--- config.mk ---
export PLATFORM = sky130hd
export DESIGN_NAME = sponge_absorb
export DESIGN_NICKNAME = d
export VERILOG_FILES = /design/src/rtl/sponge_absorb.sv
export SDC_FILE = /design/constraint.sdc
export NUM_CORES = 1
export LEC_CHECK = 0
export BUFFER_PORTS_ARGS = -buffer_cell sky130_fd_sc_hd__buf_2
export CORE_AREA = 2 2 439 441
export CTS_CLUSTER_DIAMETER = 60
export DETAILED_ROUTE_END_ITERATION = 12
export DIE_AREA = 0 0 441 443
export GPL_ROUTABILITY_DRIVEN = 0
export PLACE_DENSITY_LB_ADDON = 0.3
export SYNTH_ARGS = -nofsm -noshare
export SYNTH_HDL_FRONTEND = slang
export SYNTH_SLANG_ARGS = --single-unit
export TNS_END_PERCENT = 5
--- constraint.sdc ---
create_clock -name clk -period 3.58 [get_ports clk]
set_input_delay 0.179 -clock clk [delete_from_list [all_inputs] [get_ports clk]]
set_output_delay 0.179 -clock clk [all_outputs]
set_load 0.02 [all_outputs]
--- src/rtl/sponge_absorb.sv ---
// +--------------------------------------------------------------------------+
// | sponge_absorb: absorb phase of a sponge, one rate word per permutation   |
// | Rev 1.0                                                                  |
// +--------------------------------------------------------------------------+
`default_nettype none

module sponge_absorb #(
  parameter int CWIDTH      = 320,
  parameter int RWIDTH      = 32,
  parameter int REMAINWIDTH = 20
) (
  input  logic                   clk,
  input  logic                   reset,
  input  logic                   start,
  input  logic [REMAINWIDTH-1:0] msg_len,
  input  logic [RWIDTH-1:0]      in_data,
  input  logic                   in_valid,
  output logic                   in_ready,
  output logic                   perm_go,
  output logic [RWIDTH-1:0]      perm_r_out,
  output logic [CWIDTH-1:0]      perm_c_out,
  input  logic [RWIDTH-1:0]      perm_r_in,
  input  logic [CWIDTH-1:0]      perm_c_in,
  input  logic                   perm_done,
  output logic [RWIDTH-1:0]      r,
  output logic [CWIDTH-1:0]      c,
  output logic                   absorb_done,
  output logic                   busy
);

  localparam logic [2:0] c_IDLE   = 3'd0;
  localparam logic [2:0] c_LOAD   = 3'd1;
  localparam logic [2:0] c_PADBLK = 3'd2;
  localparam logic [2:0] c_PERM   = 3'd3;
  localparam logic [2:0] c_DONE   = 3'd4;

  localparam logic [RWIDTH-1:0]      c_ONE    = {{(RWIDTH-1){1'b0}}, 1'b1};
  localparam logic [REMAINWIDTH-1:0] c_RW_REM = REMAINWIDTH'(RWIDTH);

  logic [2:0]             r_state;
  logic [2:0]             w_state_nxt;
  logic [RWIDTH-1:0]      r_r;
  logic [CWIDTH-1:0]      r_c;
  logic [REMAINWIDTH-1:0] r_remaining;
  logic                   r_padded;
  logic                   r_absorb_done;
  logic                   r_busy;

  logic                   w_full;
  logic [RWIDTH-1:0]      w_pad_bit;
  logic [RWIDTH-1:0]      w_pad_mask;
  logic [RWIDTH-1:0]      w_pad_word;

  // A short word is only ever seen with 0 < remaining < RWIDTH, so the pad
  // bit always lands inside the rate word and remaining cannot underflow.
  assign w_full     = (r_remaining >= c_RW_REM);
  assign w_pad_bit  = c_ONE << r_remaining;
  assign w_pad_mask = w_pad_bit - c_ONE;
  assign w_pad_word = (in_data & w_pad_mask) | w_pad_bit;

  always_comb begin
    w_state_nxt = r_state;
    case (r_state)
      c_IDLE: begin
        if (start) begin
          w_state_nxt = (msg_len != '0) ? c_LOAD : c_PADBLK;
        end
      end
      c_LOAD: begin
        if (in_valid) begin
          w_state_nxt = c_PERM;
        end
      end
      c_PADBLK: begin
        w_state_nxt = c_PERM;
      end
      c_PERM: begin
        if (perm_done) begin
          if (r_padded) begin
            w_state_nxt = c_DONE;
          end else if (r_remaining == '0) begin
            w_state_nxt = c_PADBLK;
          end else begin
            w_state_nxt = c_LOAD;
          end
        end
      end
      c_DONE: begin
        w_state_nxt = c_IDLE;
      end
      default: begin
        w_state_nxt = c_IDLE;
      end
    endcase
  end

  always_ff @(posedge clk or negedge reset) begin
    if (!reset) begin
      r_state       <= c_IDLE;
      r_r           <= '0;
      r_c           <= '0;
      r_remaining   <= '0;
      r_padded      <= 1'b0;
      r_absorb_done <= 1'b0;
      r_busy        <= 1'b0;
    end else begin
      r_state       <= w_state_nxt;
      r_absorb_done <= (w_state_nxt == c_DONE);
      r_busy        <= (w_state_nxt != c_IDLE);
      case (r_state)
        c_IDLE: begin
          if (start) begin
            r_remaining <= msg_len;
            r_r         <= '0;
            r_c         <= '0;
            r_padded    <= 1'b0;
          end
        end
        c_LOAD: begin
          if (in_valid) begin
            if (w_full) begin
              r_r         <= r_r ^ in_data;
              r_remaining <= r_remaining - c_RW_REM;
            end else begin
              r_r         <= r_r ^ w_pad_word;
              r_remaining <= '0;
              r_padded    <= 1'b1;
            end
          end
        end
        c_PADBLK: begin
          r_r      <= r_r ^ c_ONE;
          r_padded <= 1'b1;
        end
        c_PERM: begin
          if (perm_done) begin
            r_r <= perm_r_in;
            r_c <= perm_c_in;
          end
        end
        default: begin
        end
      endcase
    end
  end

  assign in_ready    = (r_state == c_LOAD);
  assign perm_go     = (r_state == c_PERM);
  assign perm_r_out  = r_r;
  assign perm_c_out  = r_c;
  assign r           = r_r;
  assign c           = r_c;
  assign absorb_done = r_absorb_done;
  assign busy        = r_busy;

endmodule

`default_nettype wire

## Yosys cells after proc, flatten, opt, wreduce, memory -nomap -nowiden

Cells that the tools add are included.

| word-level totals | value |
|---|---|
| register bits after elaboration | 378 |
| input port bits | 409 |
| output and inout port bits | 708 |
| logic and storage cells | 63 |

| cells by class | value |
|---|---|
| add/subtract/negate cells | 2 |
| order comparisons | 1 |
| equal/unequal tests | 8 |
| shifts and indexed selects | 1 |
| muxes and demuxes | 23 |
| bitwise operators | 6 |
| reduce and logical (&&, ||, !) cells | 14 |

Operators by type and width:

| cell | count |
|---|---|
| 2-to-1 mux 320 bit | 2 |
| case mux 320 bit (2 select lines) | 1 |
| 2-to-1 mux 32 bit | 4 |
| case mux 32 bit (4 select lines) | 1 |
| bitwise XOR 32 bit | 2 |
| 2-to-1 mux 20 bit | 3 |
| case mux 20 bit (2 select lines) | 1 |
| AND 32 bit | 1 |
| bitwise OR 32 bit | 1 |
| left shift 1 x 20 -> 32 bit, first input constant | 1 |
| subtractor 32 x 1 -> 32 bit, second input constant | 1 |
| >= comparator 20 x 6 -> 1 bit, second input constant | 1 |
| logical NOT 20 bit | 1 |
| nonzero test 20 bit | 1 |
| subtractor 20 x 6 -> 20 bit, second input constant | 1 |
| 2-to-1 mux 3 bit | 4 |
| case mux 3 bit (4 select lines) | 1 |
| nonzero test 3 bit | 3 |
| AND reduction 4 bit | 2 |
| equality test 3 x 2 -> 1 bit, second input constant | 2 |
| != test 2 bit, second input constant | 3 |
| AND reduction 3 bit | 2 |
| AND reduction 5 bit | 1 |
| 2-to-1 mux 2 bit | 2 |
| other kinds (9) | 13 |

## Longest topological paths before layout

| logic depth | value |
|---|---|
| word-level depth | 8 |
| mapped depth | 11 |
| gate-level depth less buffers | 10 |

## Worst setup path before layout

No wires, ideal clock.

| path | value |
|---|---|
| kind | flip-flop to flip-flop |
| start | register r_remaining[14] |
| end | register r_r[18] (netlist: perm_r_out[18]) |
| arrival time | 2.586 ns |
| path slack | 0.861 ns |
| stages on the path, launching flop included | 12 |
| period minus slack after synthesis | 2.719 ns |
| path through | dfrtp_1 > buf_2 > nor4_4 > nand4_1 > nor2_2 > nand2_1 > ha_1 > inv_1 > nand3_2 > nand4_1 > mux2_2 > a2bb2oi_1 |

| between the ends | value |
|---|---|
| longest elaborated chain between the ends | 8 |

RTL lines:

| what | line | text |
|---|---|---|
| start, declared | 44 | `logic [REMAINWIDTH-1:0] r_remaining;` |
| start signal, assigned | 113 | `r_remaining <= msg_len;` |
| start signal, assigned | 123 | `r_remaining <= r_remaining - c_RW_REM;` |
| left shift 1 x 20 -> 32 bit | 57 | `assign w_pad_bit = c_ONE << r_remaining;` |
| subtractor 32 x 1 -> 32 bit | 58 | `assign w_pad_mask = w_pad_bit - c_ONE;` |
| AND 32 bit | 59 | `assign w_pad_word = (in_data & w_pad_mask) \| w_pad_bit;` |
| bitwise OR 32 bit | 59 |  |
| bitwise XOR 32 bit | 125 | `r_r <= r_r ^ w_pad_word;` |
| 2-to-1 mux 32 bit (*) | 121 | `if (w_full) begin` |
| 2-to-1 mux 32 bit (*) | 120 | `if (in_valid) begin` |
| case mux 32 bit (4 select lines) (*) | 110 | `case (r_state)` |
| end signal, assigned | 122 | `r_r <= r_r ^ in_data;` |
| end signal, assigned | 125 |  |
| end signal, assigned | 132 | `r_r <= r_r ^ c_ONE;` |
| end, declared | 42 | `logic [RWIDTH-1:0] r_r;` |

Mark *: on every way between the ends. The rest lies on a longest branch, timed or not. The select of a mux whose other input is x is not followed.
A chain may end at the register's enable or synchronous reset.

## Final worst setup path

| path | value |
|---|---|
| start | register r_remaining[10] |
| end | register r_r[12] (netlist: perm_r_out[12]) |

The elaborated chain is that of the path after synthesis.

==> qor.csv <==
metric;value;unit
status;finished, final reports clean;
synth_nets;2701;
slowest_stage;or4_1;
yosys.area.top_type_share;48.5;%
vdd_drop_max;0.375;mV
min_path_cells;4;
leakage;15.5;nW
grt-ovfl-total;0;
clk_pin_slew_worst_paths;60;ps
grt_usage;14.2;%
synth_area_leader_cell;dfrtp_1;
grt_pass1_wl;188000;microns
synth_enable_flop_cells;0;
timing.hold.ws;102;ps
path_buf_inv;1;
postRouteAntennaNets;0;
slew_headroom;40.7;%
cts_sinks;378;
wl_per_cell;24.2;microns
syn_area;19500;sq um
cp_slowest_stage_delay;630;ps
dp_cells;5493;
hold_class;input port to flop;
rsz0062_at_grt;yes;
synth_seq_area_share;48.5;%
cts.path.max_buffers;3;
yosys.cell_types.count;69;
synth-xor-area-share;0.0449;%
io_buffers;1116;
fin_area;31700;sq um
power.density;1070;nW/um^2
slew_violations;0;
crit_path_end_kind;flop;
crit_required;4120;ps
fin_nets;3844;
period_minus_slack;3430;ps
avgSynthCellArea;8.52;sq um
path_max_fanout;13;
root_buffer;clkbuf_16;
grt_pass1_vias;20200;
drt_wl_total;145000;microns
synthSimpleGateAreaFrac;18.7;%
power;0.0338;W
fin_ws;152;ps
fin_cells;6011;
worstSkewPairLatency;680;ps
chipHeight;443;microns
drtIter0Drc;1528;
nFillCells;21800;
rows;161;
ys_ff_latch;378;
die_w;441;microns
start_kind;flop;
reg2reg_depth;7;
h-tree-depth;2;
fin_skew;30.9;ps
layout_worst_path_cycle_share;95.8;%
worstPathCellList;or4_1 -> nor3_4 -> nand2_4 -> a222oi_1 -> or3_1 -> o211ai_2 -> dlygate4sd3_1;
yosys_warnings;0;
numCtsBuffers;59;
synth_fa_ha_area_share;0.128;%
cp.arrival;3970;ps
cts_tree;built;
pre_cts_slack;526;ps
postSynth.asyncResetShare;100;%
hold_viol_final;0;
muxShareOfSynthArea;0.584;%
core;191000;sq um
antenna_found_initial;41;
num_vias;21000;
place_hpwl;123000;microns
drive_gt1_share;37.3;%
io_pins;1117;
synthTopCellsByArea;dfrtp_1, buf_4, nand2_1;
start_util;10.2;%
syn_inst;2290;
maxCapViolations;0;
critPathTopFamily;simple AND/OR/NAND/NOR gates;
design.die.area;195000;sq um
drc;0;
grt_max_degree;179;
timing.fmax;292;MHz
synth_compound_area_share;15.1;%
synth_top_family_by_area;simple AND/OR/NAND/NOR gates;
r2r_slack;150;ps
drtPass1Iterations;5;
synthToLayoutAreaGrowth;62.7;%
synth_ff_type;dfrtp_1;
place_area;25600;sq um
finalSetupViolCount;0;
cp.depth;7;
viasPerCell;3.49;
worstMarginPinSlew;889;ps
critPathKind;flop to flop;
-- synth_stat cells (3+ instances only) --
master / number
a31o_2: 3
o2bb2ai_1: 4
nor3b_1: 5
nand3_1: 37
a31oi_1: 10
o211ai_1: 12
a211o_1: 5
nor2_1: 45
mux2_2: 3
a221oi_1: 5
buf_2: 32
a221o_1: 10
nand2_1: 691
nor4_1: 13
nor2b_1: 4
buf_4: 355
a22o_1: 9
a21o_1: 3
or3_1: 11
nor3_1: 20
and2_1: 8
a32oi_1: 4
inv_1: 15
a22oi_1: 17
and3_1: 8
buf_1: 7
mux2i_1: 8
a21boi_0: 4
o31a_1: 5
a21oi_1: 28
nand4_1: 8
clkbuf_1: 104
a211oi_1: 3
o31ai_1: 5
dfrtp_1: 378
o21ai_0: 362
nand2b_1: 4
or4_1: 4
-- sequential cells by signal, summed over array words and instances, names as in the netlist --
name         flops
absorb_done      1
busy             1
c              320
perm_r_out      32
r_padded         1
r_remaining     20
r_state          3
-- what timing repair did --
item | CTS | global route
hold buffers | 403 | 0
hold endpoints to repair | 450 | 0
setup buffers | 0 | 2
setup endpoints to repair | 0 | 5
resized for setup | 0 | 4
-- power by group --
part / total, W / internal, W / switching (W)
clock network: 0.00613 / 0.00375 / 0.00238
registers: 0.00882 / 0.00631 / 0.00251
logic: 0.0189 / 0.00515 / 0.0137
total: 0.0338 / 0.0152 / 0.0186
-- per-layer routing --
layer  part of all wire, %  vias up  track usage, %
li1                      -     9617               -
met1                    36    10200            15.1
met2                    49      984            24.5
met3                    13      192            7.71
met4                   2.5        2            3.03
met5                0.0090        -               0
-- layout by cell type, fill, tap and decap left out, types with 7 or more instances in the layout --
cell           netlist  layout
a22oi_1             17      17
nor4_1              13      13
dfrtp_1            378     378
nor2_1              45      45
clkbuf_16            0      60
mux2i_1              8       8
inv_1               15      15
o211ai_1            12      12
clkinvlp_4           0       7
a21oi_1             28      28
buf_2               32    1115
a221o_1             10      10
nand2_1            691     691
or3_1               11      11
and3_1               8       8
nand3_1             37      37
buf_4              355      52
a31oi_1             10      10
a22o_1               9       9
nor3_1              20      17
clkbuf_8             0      12
nand4_1              8       8
o21ai_0            362     361
dlygate4sd3_1        0     403
and2_1               8       7
clkbuf_1           104      10
buf_12               0      10
-- layout make-up --
cell class	count	area [sq um]	area share (%)
Tap cell	2526	3160	9.96
Antenna cell	6	15.0	0.0473
Multi-Input combinational cell	1398	6770	21.3
Timing Repair Buffer	1581	10200	32.2
Inverter	15	56.3	0.177
Sequential cell	378	9460	29.8
Clock buffer	82	1700	5.37
Clock inverter	25	349	1.10
-- worst reg2reg max path, stage by stage, from the launching register on --
cell and delay [ps]:
dfrtp_1 470, or4_1 630, nor3_4 610, nand2_4 250, a222oi_1 530, or3_1 180
o211ai_2 80, dlygate4sd3_1 560
-- final timing paths --
path | from | to
max in group asynchronous | reset | c[24]
worst min-delay path | perm_done | perm_r_out[9]
worst max-delay path | r_remaining[10] | perm_r_out[12]
worst max register to register | r_remaining[10] | perm_r_out[12]
min in group asynchronous | reset | perm_r_out[3]
worst min register to register | c[135] | c[135]
-- kinds of logic (layout without fill, tap and decap cells) --
group | Yosys count | count (layout)
AO/OA/AOI/OAI | 510 | 510
XOR/XNOR | 1 | 1
adder cells (fa/ha/maj) | 2 | 2
buffers and inverters | 514 | 1703
flip-flops | 378 | 378
multiplexers | 11 | 11
other | 0 | 6
AND/OR/NAND/NOR | 874 | 874
-- per-stage QoR --
step	util [%]	TNS (ps)
after floorplan	-	0
after global placement	13.4	0
after detailed placement	13.4	0
after CTS	16.6	0
after global routing	16.6	-60.6
final	16.6	0
No activity file was read; power rests on OpenSTA's default activity.
